[src/rtl/regfile_ctrl_if.sv]
// Bundle of the instruction-side and register-file-side signals of regfile_ctrl.
//   slave  : the controller (consumes INSTR/PEIN/DIN/Q0/Q1, drives enables,
//            addresses, write data and status)
//   master : everything around it (instruction source and register file)
// Signal names keep the block's external pin names.
interface regfile_ctrl_if;
   logic [9:0] INSTR;
   logic       PEIN;
   logic [9:0] DIN;
   logic [9:0] Q0;
   logic [9:0] Q1;
   logic       ENW;
   logic       ENR0;
   logic       ENR1;
   logic [1:0] WRA;
   logic [1:0] RDA0;
   logic [1:0] RDA1;
   logic [9:0] DOUT;
   logic       BUSY;
   logic       DONE;
   logic       ERR;
   logic       CARRY;
   logic [7:0] OPCNT;

   modport slave (
      input  INSTR, PEIN, DIN, Q0, Q1,
      output ENW, ENR0, ENR1, WRA, RDA0, RDA1, DOUT, BUSY, DONE, ERR, CARRY, OPCNT
   );

   modport master (
      output INSTR, PEIN, DIN, Q0, Q1,
      input  ENW, ENR0, ENR1, WRA, RDA0, RDA1, DOUT, BUSY, DONE, ERR, CARRY, OPCNT
   );
endinterface

[src/rtl/regfile_ctrl.sv]
// Register-file controller: accepts LOAD/COPY/ADD/SUB instructions, reads the
// operands through two read ports, writes the result back through the write
// port, and reports completion, illegal opcodes, carry/borrow and a counter of
// completed writes.
// Ports:
//   CLKb  - clock; all state changes on posedge (the register file writes on
//           the following negedge)
//   RSTb  - asynchronous active-low reset
//   bus   - regfile_ctrl_if.slave: INSTR/PEIN/DIN in, Q0/Q1 read data in,
//           ENW/WRA/DOUT write port, ENR0/RDA0 and ENR1/RDA1 read ports,
//           BUSY/DONE/ERR/CARRY/OPCNT status out
module regfile_ctrl (
   input  logic          CLKb,
   input  logic          RSTb,
   regfile_ctrl_if.slave bus
);

   localparam logic [1:0] IDLE  = 2'd0;
   localparam logic [1:0] READ  = 2'd1;
   localparam logic [1:0] WRITE = 2'd2;
   localparam logic [1:0] ERRS  = 2'd3;

   localparam logic [3:0] OP_LOAD = 4'd0;
   localparam logic [3:0] OP_COPY = 4'd1;
   localparam logic [3:0] OP_ADD  = 4'd2;
   localparam logic [3:0] OP_SUB  = 4'd3;

   logic [1:0] state;
   logic [3:0] op;
   logic [1:0] rx;
   logic [1:0] ry;
   logic [9:0] result;
   logic       carry;
   logic [7:0] opcnt;

   logic [9:0] alu_res;
   logic       alu_carry;
   logic [3:0] new_op;
   logic       unused_bits;

   assign new_op      = bus.INSTR[9:6];
   assign unused_bits = ^bus.INSTR[1:0];

   // Q0 carries Rx, Q1 carries Ry during READ. COPY keeps the old carry.
   always_comb begin
      alu_res   = bus.Q1;
      alu_carry = carry;
      case (op)
         OP_ADD:  {alu_carry, alu_res} = {1'b0, bus.Q0} + {1'b0, bus.Q1};
         OP_SUB: begin
            alu_res   = bus.Q0 - bus.Q1;
            alu_carry = (bus.Q0 < bus.Q1);
         end
         default: begin
            alu_res   = bus.Q1;
            alu_carry = carry;
         end
      endcase
   end

   // OPCNT is bumped on the edge that enters WRITE so the count already
   // includes the write during its DONE cycle.
   always_ff @(posedge CLKb or negedge RSTb) begin
      if (!RSTb) begin
         state  <= IDLE;
         op     <= OP_LOAD;
         rx     <= 2'd0;
         ry     <= 2'd0;
         result <= 10'd0;
         carry  <= 1'b0;
         opcnt  <= 8'd0;
      end else begin
         case (state)
            IDLE: begin
               if (bus.PEIN) begin
                  op <= new_op;
                  rx <= bus.INSTR[5:4];
                  ry <= bus.INSTR[3:2];
                  if (new_op == OP_LOAD) begin
                     result <= bus.DIN;
                     opcnt  <= opcnt + 8'd1;
                     state  <= WRITE;
                  end else if (new_op == OP_COPY || new_op == OP_ADD || new_op == OP_SUB) begin
                     state <= READ;
                  end else begin
                     state <= ERRS;
                  end
               end
            end
            READ: begin
               result <= alu_res;
               carry  <= alu_carry;
               opcnt  <= opcnt + 8'd1;
               state  <= WRITE;
            end
            default: state <= IDLE;   // WRITE and ERRS last one cycle
         endcase
      end
   end

   // Outputs decode straight from the state register so an asynchronous reset
   // drops every enable immediately.
   assign bus.ENR0  = (state == READ);
   assign bus.ENR1  = (state == READ);
   assign bus.RDA0  = (state == READ) ? rx : 2'd0;
   assign bus.RDA1  = (state == READ) ? ry : 2'd0;
   assign bus.ENW   = (state == WRITE);
   assign bus.WRA   = (state == WRITE) ? rx : 2'd0;
   assign bus.DOUT  = (state == WRITE) ? result : 10'd0;
   assign bus.DONE  = (state == WRITE);
   assign bus.ERR   = (state == ERRS);
   assign bus.BUSY  = (state != IDLE);
   assign bus.CARRY = carry;
   assign bus.OPCNT = opcnt;

endmodule

[src/flat_wrapper.sv]
// flat-port wrapper written by rule: the top's interface ports become plain ports
module regfile_ctrl_flat 
  (CLKb, RSTb, bus_INSTR, bus_PEIN, bus_DIN, bus_Q0, bus_Q1, bus_ENW, bus_ENR0, bus_ENR1, bus_WRA, bus_RDA0, bus_RDA1, bus_DOUT, bus_BUSY, bus_DONE, bus_ERR, bus_CARRY, bus_OPCNT);
  regfile_ctrl_if bus_i ();
  input  logic CLKb;
  input  logic RSTb;
  input wire logic [$bits(bus_i.INSTR)-1:0] bus_INSTR;
  input wire logic [$bits(bus_i.PEIN)-1:0] bus_PEIN;
  input wire logic [$bits(bus_i.DIN)-1:0] bus_DIN;
  input wire logic [$bits(bus_i.Q0)-1:0] bus_Q0;
  input wire logic [$bits(bus_i.Q1)-1:0] bus_Q1;
  output wire logic [$bits(bus_i.ENW)-1:0] bus_ENW;
  output wire logic [$bits(bus_i.ENR0)-1:0] bus_ENR0;
  output wire logic [$bits(bus_i.ENR1)-1:0] bus_ENR1;
  output wire logic [$bits(bus_i.WRA)-1:0] bus_WRA;
  output wire logic [$bits(bus_i.RDA0)-1:0] bus_RDA0;
  output wire logic [$bits(bus_i.RDA1)-1:0] bus_RDA1;
  output wire logic [$bits(bus_i.DOUT)-1:0] bus_DOUT;
  output wire logic [$bits(bus_i.BUSY)-1:0] bus_BUSY;
  output wire logic [$bits(bus_i.DONE)-1:0] bus_DONE;
  output wire logic [$bits(bus_i.ERR)-1:0] bus_ERR;
  output wire logic [$bits(bus_i.CARRY)-1:0] bus_CARRY;
  output wire logic [$bits(bus_i.OPCNT)-1:0] bus_OPCNT;
  assign bus_i.INSTR = bus_INSTR;
  assign bus_i.PEIN = bus_PEIN;
  assign bus_i.DIN = bus_DIN;
  assign bus_i.Q0 = bus_Q0;
  assign bus_i.Q1 = bus_Q1;
  assign bus_ENW = bus_i.ENW;
  assign bus_ENR0 = bus_i.ENR0;
  assign bus_ENR1 = bus_i.ENR1;
  assign bus_WRA = bus_i.WRA;
  assign bus_RDA0 = bus_i.RDA0;
  assign bus_RDA1 = bus_i.RDA1;
  assign bus_DOUT = bus_i.DOUT;
  assign bus_BUSY = bus_i.BUSY;
  assign bus_DONE = bus_i.DONE;
  assign bus_ERR = bus_i.ERR;
  assign bus_CARRY = bus_i.CARRY;
  assign bus_OPCNT = bus_i.OPCNT;
  regfile_ctrl u_core (.CLKb(CLKb), .RSTb(RSTb), .bus(bus_i));
endmodule
[config.mk]
export PLATFORM = sky130hd
export DESIGN_NAME = regfile_ctrl_flat
export DESIGN_NICKNAME = d
export VERILOG_FILES = /design/src/rtl/regfile_ctrl_if.sv /design/src/rtl/regfile_ctrl.sv /design/src/flat_wrapper.sv
export SDC_FILE = /design/constraint.sdc
export NUM_CORES = 1
export LEC_CHECK = 0
export CAP_MARGIN = 25
export CORE_MARGIN = 2
export CORE_UTILIZATION = 50
export DETAILED_ROUTE_END_ITERATION = 16
export PLACE_DENSITY = 0.84
export SLEW_MARGIN = 20
export SYNTH_ARGS = -nofsm -noshare
export SYNTH_HDL_FRONTEND = slang
export SYNTH_SLANG_ARGS = --single-unit
[constraint.sdc]
create_clock -name CLKb -period 3.1 [get_ports CLKb]
set_input_delay 0.62 -clock CLKb [delete_from_list [all_inputs] [get_ports CLKb]]
set_output_delay 0.62 -clock CLKb [all_outputs]
set_load 0.005 [all_outputs]
==> results.yml <==
status:
  status: "finished clean"
pwr:
  p_leak_nw: 1.49
  peakVddDrop_mv: 0.422
  cellPowerDensity_nw_per_um2: 523
  power.total_w: 0.00175
place:
  place_congestion: 0.915
  hpwl_mm: 4.65
  dp_cells: 421
  portBuffers: 71
  preCtsSetupSlack_ps: 113
yosys:
  synth.most_common_cell: "dfrtp_1"
  mappedNetlistArea_sq_um: 2470
  ys_seq_area_share_pct: 29.3
  synth_commonest_cells: "29 x dfrtp_1, 21 x ha_1, 21 x nor2_1"
  postSynthAreaPerCell_sq_um: 8.56
  yosys.area.top_type: "dfrtp_1"
  yosysTopAreaCellShare_pct: 29.3
  async_flop_share_pct: 100
  synth_area_leaders: "dfrtp_1 29%, ha_1 11%, mux2i_1 4.9%"
  synth_cells: 289
  synth_ff_type: "dfrtp_1"
  synth_nets: 355
  synthDistinctLibCells: 52
  synth_edf_count: 0
  yosysWarningCount: 0
  yosys_register_bits: 29
setup_path:
  timing_worst_setup_path_type: "primary input to flop"
  crit_chain: "clkdlybuf4s50_1, inv_1, ha_1, nor3_1, a221o_1, o41ai_2, nor4_1, o32ai_1, nand2_1"
  r2r_slack_ps: 1070
  crit_buf_inv: 2
  worstPathMaxFanout: 7
  critPathMaxStageDelay_ps: 520
  cpMaxStageDelayCell: "clkdlybuf4s50_1"
  rr_endpoint: "u_core.result[9]"
  worst-path-stages: 9
  crit_path_end_kind: "flop"
  arrival_ps: 2860
  path_delay_family: "compound AO/OA/AOI/OAI gates"
  startpoint_type: "primary input"
  r2r-start: "u_core.op[3]"
  worstRegToRegCells: 5
  worstPathRequired_ps: 3260
cts:
  cts.reportedPaths.clkPinSlew_ps: 60
  cts_tree: "yes"
  cts_hold_buffers: 0
  cts_setup_buffers: 0
  cts_sinks: 29
  cts_root_buf: "clkbuf_8"
  cts-htree-levels: 2
  cts_resized: 0
  cts_buffer_depth: 2
  cts_buffers: 5
  clock_latency_ps: 280
hold_path:
  worstHoldPathCells: 1
  hold_path_end: "u_core.ry[0]"
  hold_start: "u_core.ry[0]"
  worstHoldPathType: "flop to flop"
grt:
  grt-ovfl-total: 0
  grt_use_total_pct: 22.5
  top_usage_layer: "met2"
  antenna_found_initial: 0
  grt_pass1_vias: 2201
  use_met1_pct: 30.2
  grt_pass1_wl_mm: 9.73
  grt_max_degree: 30
  grtUsageMet3_pct: 3.93
  use_met2_pct: 38.5
sta:
  slew_viol_final: 0
  hold_ws_ps: 498
  hold_viol_final: 0
  max_freq_mhz: 371
  fin_crit_ps: 2700
  slew_headroom_pct: 52.5
  finalWorstSetupSlack_ps: 402
  rsz0062_at_grt: "no"
  tns_ps: 0
  worst_pin_slew_ps: 710
  skew_ps: 2.53
  post-route-period-util_pct: 87.0
  setup_viol: 0
floorplanning:
  ioPinCount: 74
  core_sq_um: 4750
  dieArea_sq_um: 5530
  initial_core_util_pct: 52.1
  die_w_um: 74.4
  die_y_um: 74.4
  rows: 25
detailed_routing:
  routed_wl_mm: 5.96
  drt_first_iter_violations: 129
  ant_nets: 0
  drt_first_pass_iters: 4
  via_count: 2352
  vias_per_cell: 5.50
  wire_per_inst_um: 13.9
  drt_drc_violations_left: 0
cells_and_area:
  fin_cells: 428
  antenna_cells: 0
  drive_gt1_share_pct: 8.31
  nFillCells: 376
  syn_to_final_growth_pct: 35.2
  fin_nets: 427
run:
  max_cap_viol_count: 0
## how the worst max path moves through the flow
stage	start	end	slack, ps
final	bus_Q1[4]	u_core.bus.CARRY	400
after global routing	bus_Q1[4]	u_core.bus.CARRY	280
after CTS	bus_Q1[4]	u_core.bus.CARRY	390
after detailed placement	bus_Q1[4]	u_core.bus.CARRY	110
after global placement	bus_Q1[4]	u_core.bus.CARRY	130
after floorplan	bus_Q1[4]	u_core.bus.CARRY	830
## routing by layer
layer | up-vias | part of all wire [%]
met3 | 7 | 5.8
li1 | 1154 | -
met5 | - | 0
met2 | 88 | 49
met4 | 0 | 0.67
met1 | 1103 | 44
## worst reg2reg max path, delay by kind of cell, from the launching register on
kind / cells / cell delay (ps)
AND/OR/NAND/NOR: 4 / 1410
AO/OA/AOI/OAI: 1 / 140
flip-flops: 1 / 400
## metrics by stage
stage | utilization [%] | instance area, sq um
after floorplan | - | 2470
after global placement | 68.6 | 3260
after detailed placement | 68.6 | 3260
after CTS | 70.4 | 3350
after global routing | 70.4 | 3350
final | 70.4 | 3350
## flip-flops by register name, indices dropped and copies added, names as in the netlist
signal            flops
u_core.bus.OPCNT      8
u_core.op             4
u_core.rx             2
u_core.ry             2
u_core.result        10
u_core.bus.CARRY      1
u_core.state          2
## power breakdown
part / switching (W) / leakage, nW / internal [W]
logic: 0.000342 / 1.10 / 0.000465
registers: 0.000115 / 0.344 / 0.000520
clock network: 0.000134 / 0.0443 / 0.000176
## placed cells by master (no fill, tap or decap), types with 3 or more instances in the layout
cell type,synthesis,final
clkdlybuf4s50_1,0,71
dfrtp_1,29,29
nor2_1,21,21
ha_1,21,21
inv_1,20,20
nand2_1,20,20
a21oi_1,18,18
and2_1,17,17
o21ai_0,14,14
mux2i_1,12,12
nor3_1,10,10
buf_4,3,10
xnor2_1,9,9
mux2_2,9,9
nand3_1,7,7
clkbuf_8,0,6
nand2b_1,5,5
nor2b_1,5,5
nand4_1,5,5
o31ai_1,5,5
or3_1,3,3
or4_1,3,3
o211ai_1,3,3
xor2_1,3,3
## logic make-up after synthesis
kind of cell               after synthesis  share of synthesized area [%]
xor gates and xnor gates                12                           4.25
AOI/OAI and AO/OA                       60                           16.0
adders and majority gates               23                           12.2
buffers and inverters                   36                           6.42
muxes                                   21                           8.95
and+or+nand+nor                        108                           22.8
DFF                                     29                           29.3
## cell type report
type / instances / area (sq um) / share of cell area, %
repair buffers: 81 / 786 / 23.5
flip-flops and latches: 29 / 726 / 21.7
inverters: 20 / 75.1 / 2.24
clock buffers: 7 / 86.3 / 2.58
multi-input cells: 224 / 1590 / 47.5
well taps: 67 / 83.8 / 2.50
(Power assumes the default switching activity.)
